File: src/rtl/imm_pkg.sv
// Shared types and LEGv8 opcode prefixes for the pipelined immediate generator.
package imm_pkg;

    typedef enum logic [2:0] {
        FMT_NONE = 3'd0,
        FMT_D    = 3'd1,
        FMT_CB   = 3'd2,
        FMT_B    = 3'd3,
        FMT_I    = 3'd4,
        FMT_IW   = 3'd5
    } imm_fmt_t;

    // Prefixes compared against instr[31:(32-width)]
    localparam logic [10:0] OP_LDUR = 11'h7C2;
    localparam logic [10:0] OP_STUR = 11'h7C0;
    localparam logic [9:0]  OP_ADDI = 10'h244;
    localparam logic [9:0]  OP_SUBI = 10'h344;
    localparam logic [8:0]  OP_MOVZ = 9'h1A5;
    localparam logic [8:0]  OP_MOVK = 9'h1E5;
    localparam logic [7:0]  OP_CBZ  = 8'hB4;
    localparam logic [7:0]  OP_CBNZ = 8'hB5;
    localparam logic [5:0]  OP_B    = 6'b000101;

endpackage

File: src/rtl/imm_gen_pipe_if.sv
// Handshake bundle for imm_gen_pipe: instruction in, extended immediate out.
interface imm_gen_pipe_if #(parameter int N = 64);
    import imm_pkg::*;

    logic           in_valid;
    logic           in_ready;
    logic [31:0]    in_instr;
    logic           out_valid;
    logic           out_ready;
    logic [N-1:0]   out_imm;
    imm_fmt_t       out_fmt;
    logic           out_illegal;

    // master drives instructions and consumes results; slave is the generator
    modport master (
        output in_valid, in_instr, out_ready,
        input  in_ready, out_valid, out_imm, out_fmt, out_illegal
    );

    modport slave (
        input  in_valid, in_instr, out_ready,
        output in_ready, out_valid, out_imm, out_fmt, out_illegal
    );

endinterface

File: src/rtl/imm_decode.sv
// Combinational LEGv8 immediate decode to N bits. IW (MOVZ/MOVK) decode and its
// shifter exist only when IMM_GEN_IW_EN is defined; otherwise those opcodes are illegal.
module imm_decode
    import imm_pkg::*;
#(
    parameter int N = 64
) (
    input  logic [31:0]  instr_i,
    output logic [N-1:0] imm_o,
    output imm_fmt_t     fmt_o,
    output logic         illegal_o
);

    generate
        if (N < 32) begin : g_bad_width
            $error("imm_decode: N must be at least 32");
        end
    endgenerate

    // Longest prefix first so wider opcodes win over shorter ones
    always_comb begin
        imm_o     = '0;
        fmt_o     = FMT_NONE;
        illegal_o = 1'b0;
        if (instr_i[31:21] == OP_LDUR || instr_i[31:21] == OP_STUR) begin
            imm_o = {{(N-9){instr_i[20]}}, instr_i[20:12]};
            fmt_o = FMT_D;
        end else if (instr_i[31:22] == OP_ADDI || instr_i[31:22] == OP_SUBI) begin
            imm_o = {{(N-12){1'b0}}, instr_i[21:10]};
            fmt_o = FMT_I;
`ifdef IMM_GEN_IW_EN
        end else if (instr_i[31:23] == OP_MOVZ || instr_i[31:23] == OP_MOVK) begin
            imm_o = {{(N-16){1'b0}}, instr_i[20:5]} << {instr_i[22:21], 4'b0000};
            fmt_o = FMT_IW;
`endif
        end else if (instr_i[31:24] == OP_CBZ || instr_i[31:24] == OP_CBNZ) begin
            imm_o = {{(N-19){instr_i[23]}}, instr_i[23:5]};
            fmt_o = FMT_CB;
        end else if (instr_i[31:26] == OP_B) begin
            imm_o = {{(N-26){instr_i[25]}}, instr_i[25:0]};
            fmt_o = FMT_B;
        end else begin
            illegal_o = 1'b1;
        end
    end

endmodule

File: src/rtl/imm_gen_pipe.sv
// Valid/ready front end for imm_decode: one output register plus one skid entry,
// strict FIFO order, synchronous flush, asynchronous active-low reset.
module imm_gen_pipe
    import imm_pkg::*;
#(
    parameter int N = 64
) (
    input  logic            clk,
    input  logic            reset,
    input  logic            flush,
    imm_gen_pipe_if.slave   bus
);

    logic [N-1:0] dec_imm;
    imm_fmt_t     dec_fmt;
    logic         dec_ill;

    logic         main_valid_q, main_valid_d;
    logic [N-1:0] main_imm_q,   main_imm_d;
    imm_fmt_t     main_fmt_q,   main_fmt_d;
    logic         main_ill_q,   main_ill_d;
    logic         skid_valid_q, skid_valid_d;
    logic [N-1:0] skid_imm_q,   skid_imm_d;
    imm_fmt_t     skid_fmt_q,   skid_fmt_d;
    logic         skid_ill_q,   skid_ill_d;

    logic accept;
    logic drain;

    imm_decode #(.N(N)) u_decode (
        .instr_i   (bus.in_instr),
        .imm_o     (dec_imm),
        .fmt_o     (dec_fmt),
        .illegal_o (dec_ill)
    );

    assign accept = bus.in_valid && !skid_valid_q;
    assign drain  = main_valid_q && bus.out_ready;

    // Accept is impossible while the skid entry is full, so the refill path never loses input
    always_comb begin
        main_valid_d = main_valid_q;
        main_imm_d   = main_imm_q;
        main_fmt_d   = main_fmt_q;
        main_ill_d   = main_ill_q;
        skid_valid_d = skid_valid_q;
        skid_imm_d   = skid_imm_q;
        skid_fmt_d   = skid_fmt_q;
        skid_ill_d   = skid_ill_q;
        if (flush) begin
            main_valid_d = 1'b0;
            skid_valid_d = 1'b0;
        end else if (!main_valid_q || drain) begin
            if (skid_valid_q) begin
                main_valid_d = 1'b1;
                main_imm_d   = skid_imm_q;
                main_fmt_d   = skid_fmt_q;
                main_ill_d   = skid_ill_q;
                skid_valid_d = 1'b0;
            end else if (accept) begin
                main_valid_d = 1'b1;
                main_imm_d   = dec_imm;
                main_fmt_d   = dec_fmt;
                main_ill_d   = dec_ill;
            end else begin
                main_valid_d = 1'b0;
            end
        end else if (accept) begin
            skid_valid_d = 1'b1;
            skid_imm_d   = dec_imm;
            skid_fmt_d   = dec_fmt;
            skid_ill_d   = dec_ill;
        end
    end

    always_ff @(posedge clk or negedge reset) begin
        if (!reset) begin
            main_valid_q <= 1'b0;
            main_imm_q   <= '0;
            main_fmt_q   <= FMT_NONE;
            main_ill_q   <= 1'b0;
            skid_valid_q <= 1'b0;
            skid_imm_q   <= '0;
            skid_fmt_q   <= FMT_NONE;
            skid_ill_q   <= 1'b0;
        end else begin
            main_valid_q <= main_valid_d;
            main_imm_q   <= main_imm_d;
            main_fmt_q   <= main_fmt_d;
            main_ill_q   <= main_ill_d;
            skid_valid_q <= skid_valid_d;
            skid_imm_q   <= skid_imm_d;
            skid_fmt_q   <= skid_fmt_d;
            skid_ill_q   <= skid_ill_d;
        end
    end

    assign bus.in_ready    = !skid_valid_q;
    assign bus.out_valid   = main_valid_q;
    assign bus.out_imm     = main_imm_q;
    assign bus.out_fmt     = main_fmt_q;
    assign bus.out_illegal = main_ill_q;

endmodule
File: src/flat_wrapper.sv
// flat-port wrapper written by rule: the top's interface ports become plain ports
module imm_gen_pipe_flat import imm_pkg::*;
#(
    parameter int N = 64
)
  (clk, reset, flush, bus_in_valid, bus_in_instr, bus_out_ready, bus_in_ready, bus_out_valid, bus_out_imm, bus_out_fmt, bus_out_illegal);
  imm_gen_pipe_if #(.N(N)) bus_i ();
  input  logic clk;
  input  logic reset;
  input  logic flush;
  input wire logic [$bits(bus_i.in_valid)-1:0] bus_in_valid;
  input wire logic [$bits(bus_i.in_instr)-1:0] bus_in_instr;
  input wire logic [$bits(bus_i.out_ready)-1:0] bus_out_ready;
  output wire logic [$bits(bus_i.in_ready)-1:0] bus_in_ready;
  output wire logic [$bits(bus_i.out_valid)-1:0] bus_out_valid;
  output wire logic [$bits(bus_i.out_imm)-1:0] bus_out_imm;
  output wire logic [$bits(bus_i.out_fmt)-1:0] bus_out_fmt;
  output wire logic [$bits(bus_i.out_illegal)-1:0] bus_out_illegal;
  assign bus_i.in_valid = bus_in_valid;
  assign bus_i.in_instr = bus_in_instr;
  assign bus_i.out_ready = bus_out_ready;
  assign bus_in_ready = bus_i.in_ready;
  assign bus_out_valid = bus_i.out_valid;
  assign bus_out_imm = bus_i.out_imm;
  assign bus_out_fmt = bus_i.out_fmt;
  assign bus_out_illegal = bus_i.out_illegal;
  imm_gen_pipe #(.N(N)) u_core (.clk(clk), .reset(reset), .flush(flush), .bus(bus_i));
endmodule
File: config.mk
export PLATFORM = sky130hd
export DESIGN_NAME = imm_gen_pipe_flat
export DESIGN_NICKNAME = d
export VERILOG_FILES = /design/src/rtl/imm_pkg.sv /design/src/rtl/imm_gen_pipe_if.sv /design/src/rtl/imm_decode.sv /design/src/rtl/imm_gen_pipe.sv /design/src/flat_wrapper.sv
export SDC_FILE = /design/constraint.sdc
export NUM_CORES = 1
export LEC_CHECK = 0
export ABC_AREA = 1
export CELL_PAD_IN_SITES_DETAIL_PLACEMENT = 1
export CELL_PAD_IN_SITES_GLOBAL_PLACEMENT = 1
export CORE_MARGIN = 2
export CORE_UTILIZATION = 35
export CTS_CLUSTER_SIZE = 28
export DETAILED_ROUTE_END_ITERATION = 8
export GPL_TIMING_DRIVEN = 1
export PLACE_DENSITY = 0.84
export SLEW_MARGIN = 10
export SYNTH_ARGS = -nofsm -noshare
export SYNTH_HDL_FRONTEND = slang
export SYNTH_SLANG_ARGS = --single-unit
File: constraint.sdc
create_clock -name clk -period 1.85 [get_ports clk]
set_input_delay 0.2775 -clock clk [delete_from_list [all_inputs] [get_ports clk]]
set_output_delay 0.2775 -clock clk [all_outputs]
set_load 0.01 [all_outputs]
Word-level counts from Yosys, hierarchy flattened --
Cells that the tools add are included.
Storage, ports and cells: bits in registers 138, bits of input ports 37, output and inout port bits 70, logic and storage cells 55
Operators by class: eq/ne operators 7, mux-type cells 25, bitwise logic cells 2, reductions and logical operators 13
Operator list (number):
- $mux W64 | 6
- $eq A11 B11 Y1 const B | 2
- $eq A10 B10 Y1 const B | 2
- $eq A8 B8 Y1 const B | 2
- $mux W1 | 13
- $mux W3 | 4
- $eq A6 B3 Y1 const B | 1
- $reduce_and A3 Y1 | 2
- $logic_or A1 B1 Y1 | 4
- $mux W2 | 2
- $reduce_bool A2 Y1 | 2
- $reduce_bool A3 Y1 | 1
- $logic_and A1 B1 Y1 | 2
- $logic_not A1 Y1 | 2
- $not A1 Y1 | 2

Depth between registers and ports, before layout --
word-level depth 7, mapped depth 10, mapped depth without buffers 9

Modules after synthesis --
Synthesis repeated with hierarchy kept, for this count alone.
Second synthesis, totals: cell total of the unflattened synthesis 1031, area total of the unflattened synthesis 7405.9 sq um
By module, submodules not included:
- imm_gen_pipe | times used 1, cells each 824, area an instance 6309.8 sq um, seq. area each 3453.3 sq um
- imm_decode | times used 1, cells each 207, area an instance 1096.1 sq um, seq. area each 0.0 sq um

Worst setup path before layout --
No wires, ideal clock.
path kind register to output, start reg u_core.bus.out_imm[62] (netlist name), end out bus_out_imm[26], data arrival time 1183 ps, required time 1572 ps, path slack 389 ps, stages on the path, launching flop included 2, path buffers 1, path through dfrtp_1 buf_4
RTL lines:
- end: declaration | RTL line flat_wrapper.sv:16 | output wire logic [$bits(bus_i.out_imm)-1:0] bus_out_imm;

==> qor.yml <==
logic_synthesis:
  avgSynthCellArea_um2: 7.26
  ys_seq_elements: 62
  syn_nets: 595
  synth_warnings: 0
  ys_types: 27
  synth_edf_count: 0
  yosysSeqAreaShare: 0.383
  ys.flop_type: "dfrtp_1"
  async_flop_share: 1.00
  syn_inst: 558
  synthesis.area_um2: 4050
grt:
  grt_remaining_overflow: 0
  grt_usage: 0.216
  grt_pass1_wl_um: 21700
  antenna_found_initial: 0
  grt_pass1_vias: 4241
  grt_max_degree: 40
critical_path:
  cpPeakStageDelay_ns: 0.56
  path_max_fanout: 39
  crit_required_ns: 1.57
  r2r_slack_ns: 0.45
  critPathArrivalTime_ns: 1.50
  crit_path_top_delay_cell: "clkdlybuf4s50_1"
  endpoint_kind: "output port"
  cp-start-kind: "flip-flop"
  cp_cell_sequence: "buf_12, clkdlybuf4s50_1"
  criticalPathCategory: "reg -> out"
power_and_ir_drop:
  power_density_nw_per_um2: 753
  p_leak_nw: 2.84
  intPower_mw: 3.05
  p_total_mw: 4.16
  power_frac_seq: 0.374
  pwr-share-comb: 0.192
  clkPwrFrac: 0.433
  ir_drop_uv: 461
  swShare: 0.266
  power.switching_mw: 1.11
run_status:
  status: "finished clean"
drt:
  viasPerCell: 5.18
  drtAntennaViolNets: 0
  firstDrtPassIters: 5
  wl_per_cell_um: 16.4
  vias: 4112
  routed_wl_um: 13000
  first_iter_violations: 224
  drc_errors: 0
floorplan:
  fp.dieW_um: 112
  design.die.area_um2: 12500
  rows: 39
  io_pins: 107
  core_um2: 11400
  die_y_um: 112
  initial_utilization: 0.356
timing:
  setup_tns_ns: 0
  finalClockSkew_ns: 0.00626
  final.min_clock_period_ns: 1.77
  setup_ws_ns: 0.0769
  max_slew_margin: 0.648
  fin_crit_sh: 0.958
  slew_viol_final: 0
  finalSetupViolations: 0
  hold_viol_final: 0
  rsz0062_at_grt: "no"
  fmax_mhz: 564
  fin_hold_ws_ns: 0.456
  tightest_slew_ns: 0.528
flow_run:
  cap_violations: 0
hold_path:
  min_path_type: "in -> async"
layout:
  layout.nets: 683
  antennaDiodeCount: 0
  area_delta_synth_final_pct: 36.3
  final_area_um2: 5520
  final_util: 0.486
  drive_gt1_frac: 0.137
  final_cells: 794
clocking:
  clk_pin_slew_worst_paths_ns: 0.06
  numCtsBuffers: 9
  cts.sinks: 62
  cts_root_buffer: "clkbuf_16"
  clockBufferDepth: 2
  ctsHtreeMaxLevel: 3
  clk_latency_ns: 0.33
  cts_setup_buffers: 0
  cts_tree: "built"
placement:
  port_buffers: 106
  place_area_um2: 5200
  dpl.hpwl_um: 9850
  place_ws_ns: -0.149
  dp.cells: 777
  routabilityCongestion: 0.905
[cells in the mapped netlist, types with 9 or more instances]
| cell type | instances | area (µm²) |
|---|---|---|
| nor2_1 | 62 | 233 |
| nand3_1 | 53 | 265 |
| o21ai_1 | 12 | 60.1 |
| inv_1 | 34 | 128 |
| nand2_1 | 168 | 631 |
| nand2_2 | 9 | 56.3 |
| buf_2 | 15 | 75.1 |
| dfrtp_1 | 62 | 1550 |
| nand4_1 | 33 | 206 |
| buf_4 | 44 | 330 |
| a21oi_1 | 10 | 50.1 |
| nand3_2 | 11 | 110 |
[power by group through the flow]
stage / clock [mW] / combinational, mW / sequential (mW)
after global placement: 0 / 0.766 / 1.57
after CTS: 1.83 / 0.810 / 1.56
final: 1.80 / 0.800 / 1.56
after detailed placement: 0 / 0.797 / 1.58
after floorplan: 0 / 0.377 / 1.59
after global routing: 1.91 / 0.872 / 1.57
[layer usage]
layer,GRT usage,vias to the layer above,wire length (µm)
met5,0,-,0
met1,0.290,2003,5940
li1,-,1948,-
met3,0.0359,20,643
met4,0.0765,0,260
met2,0.354,141,6150
[final timing paths]
check / from / to / cells past startpoint
max: u_core.bus.out_imm[62]$_DFFE_PN0P_ / bus_out_imm[38] / 2
min: reset / u_core.bus.out_imm[22]$_DFFE_PN0P_ / 2
max reg2reg: u_core.skid_valid_q$_DFFE_PN0P_ / u_core.skid_imm_q[21]$_DFFE_PN0P_ / 6
min reg2reg: u_core.bus.out_imm[21]$_DFFE_PN0P_ / u_core.bus.out_imm[21]$_DFFE_PN0P_ / 2
max in group asynchronous: reset / u_core.skid_valid_q$_DFFE_PN0P_ / 3
min in group clk: u_core.bus.out_imm[21]$_DFFE_PN0P_ / u_core.bus.out_imm[21]$_DFFE_PN0P_ / 2
[cells by family (layout without fill, tap and decap cells)]
kind of cell	after synthesis	count (layout)	synth area share
flip-flops	62	62	0.383
AO/OA/AOI/OAI	42	42	0.0574
AND/OR/NAND/NOR	349	349	0.409
buffers and inverters	105	198	0.150
[registers in the layout (all words and copies together) (netlist names)]
signal and cells:
u_core.bus.out_imm 26, u_core.skid_imm_q 26, u_core.bus.out_fmt 3, u_core.skid_fmt_q 3, u_core.bus.out_illegal 1, u_core.bus.out_valid 1, u_core.skid_ill_q 1, u_core.skid_valid_q 1
[area by class of cell]
| class | instances | area, µm² |
|---|---|---|
| Sequential cell | 62 | 1550 |
| Multi-Input combinational cell | 391 | 1890 |
| Clock inverter | 6 | 86.3 |
| Inverter | 38 | 143 |
| Fill cell | 1431 | 5850 |
| Tap cell | 143 | 179 |
| Clock buffer | 10 | 229 |
| Timing Repair Buffer | 144 | 1440 |
[placed cells by master (no fill, tap or decap), types with 2 or more instances in the layout]
cell type / count
nor2_8: 4
inv_2: 4
nand3_2: 11
a31oi_1: 8
a21boi_1: 2
buf_4: 29
o21ai_1: 12
bufinv_16: 2
clkdlybuf4s50_1: 105
buf_12: 8
nand4_1: 33
clkbuf_16: 9
or2_0: 2
nor2_1: 62
a21oi_1: 10
clkinv_2: 2
or2_2: 4
nand2_1: 168
nand2_2: 9
inv_1: 34
nand3_1: 53
o21ai_0: 8
dfrtp_1: 62
[critical path: cells and delay by family (launching register included)]
family	cells	cell delay [ns]
buffers and inverters	2	0.76
flip-flops	1	0.40
[timing repair]
item | in CTS | in global routing
resized for setup | 0 | 0
setup endpoints to repair | 0 | 0
hold endpoints to repair | 19 | 0
hold buffers | 1 | 0
(Power assumes the default switching activity.)
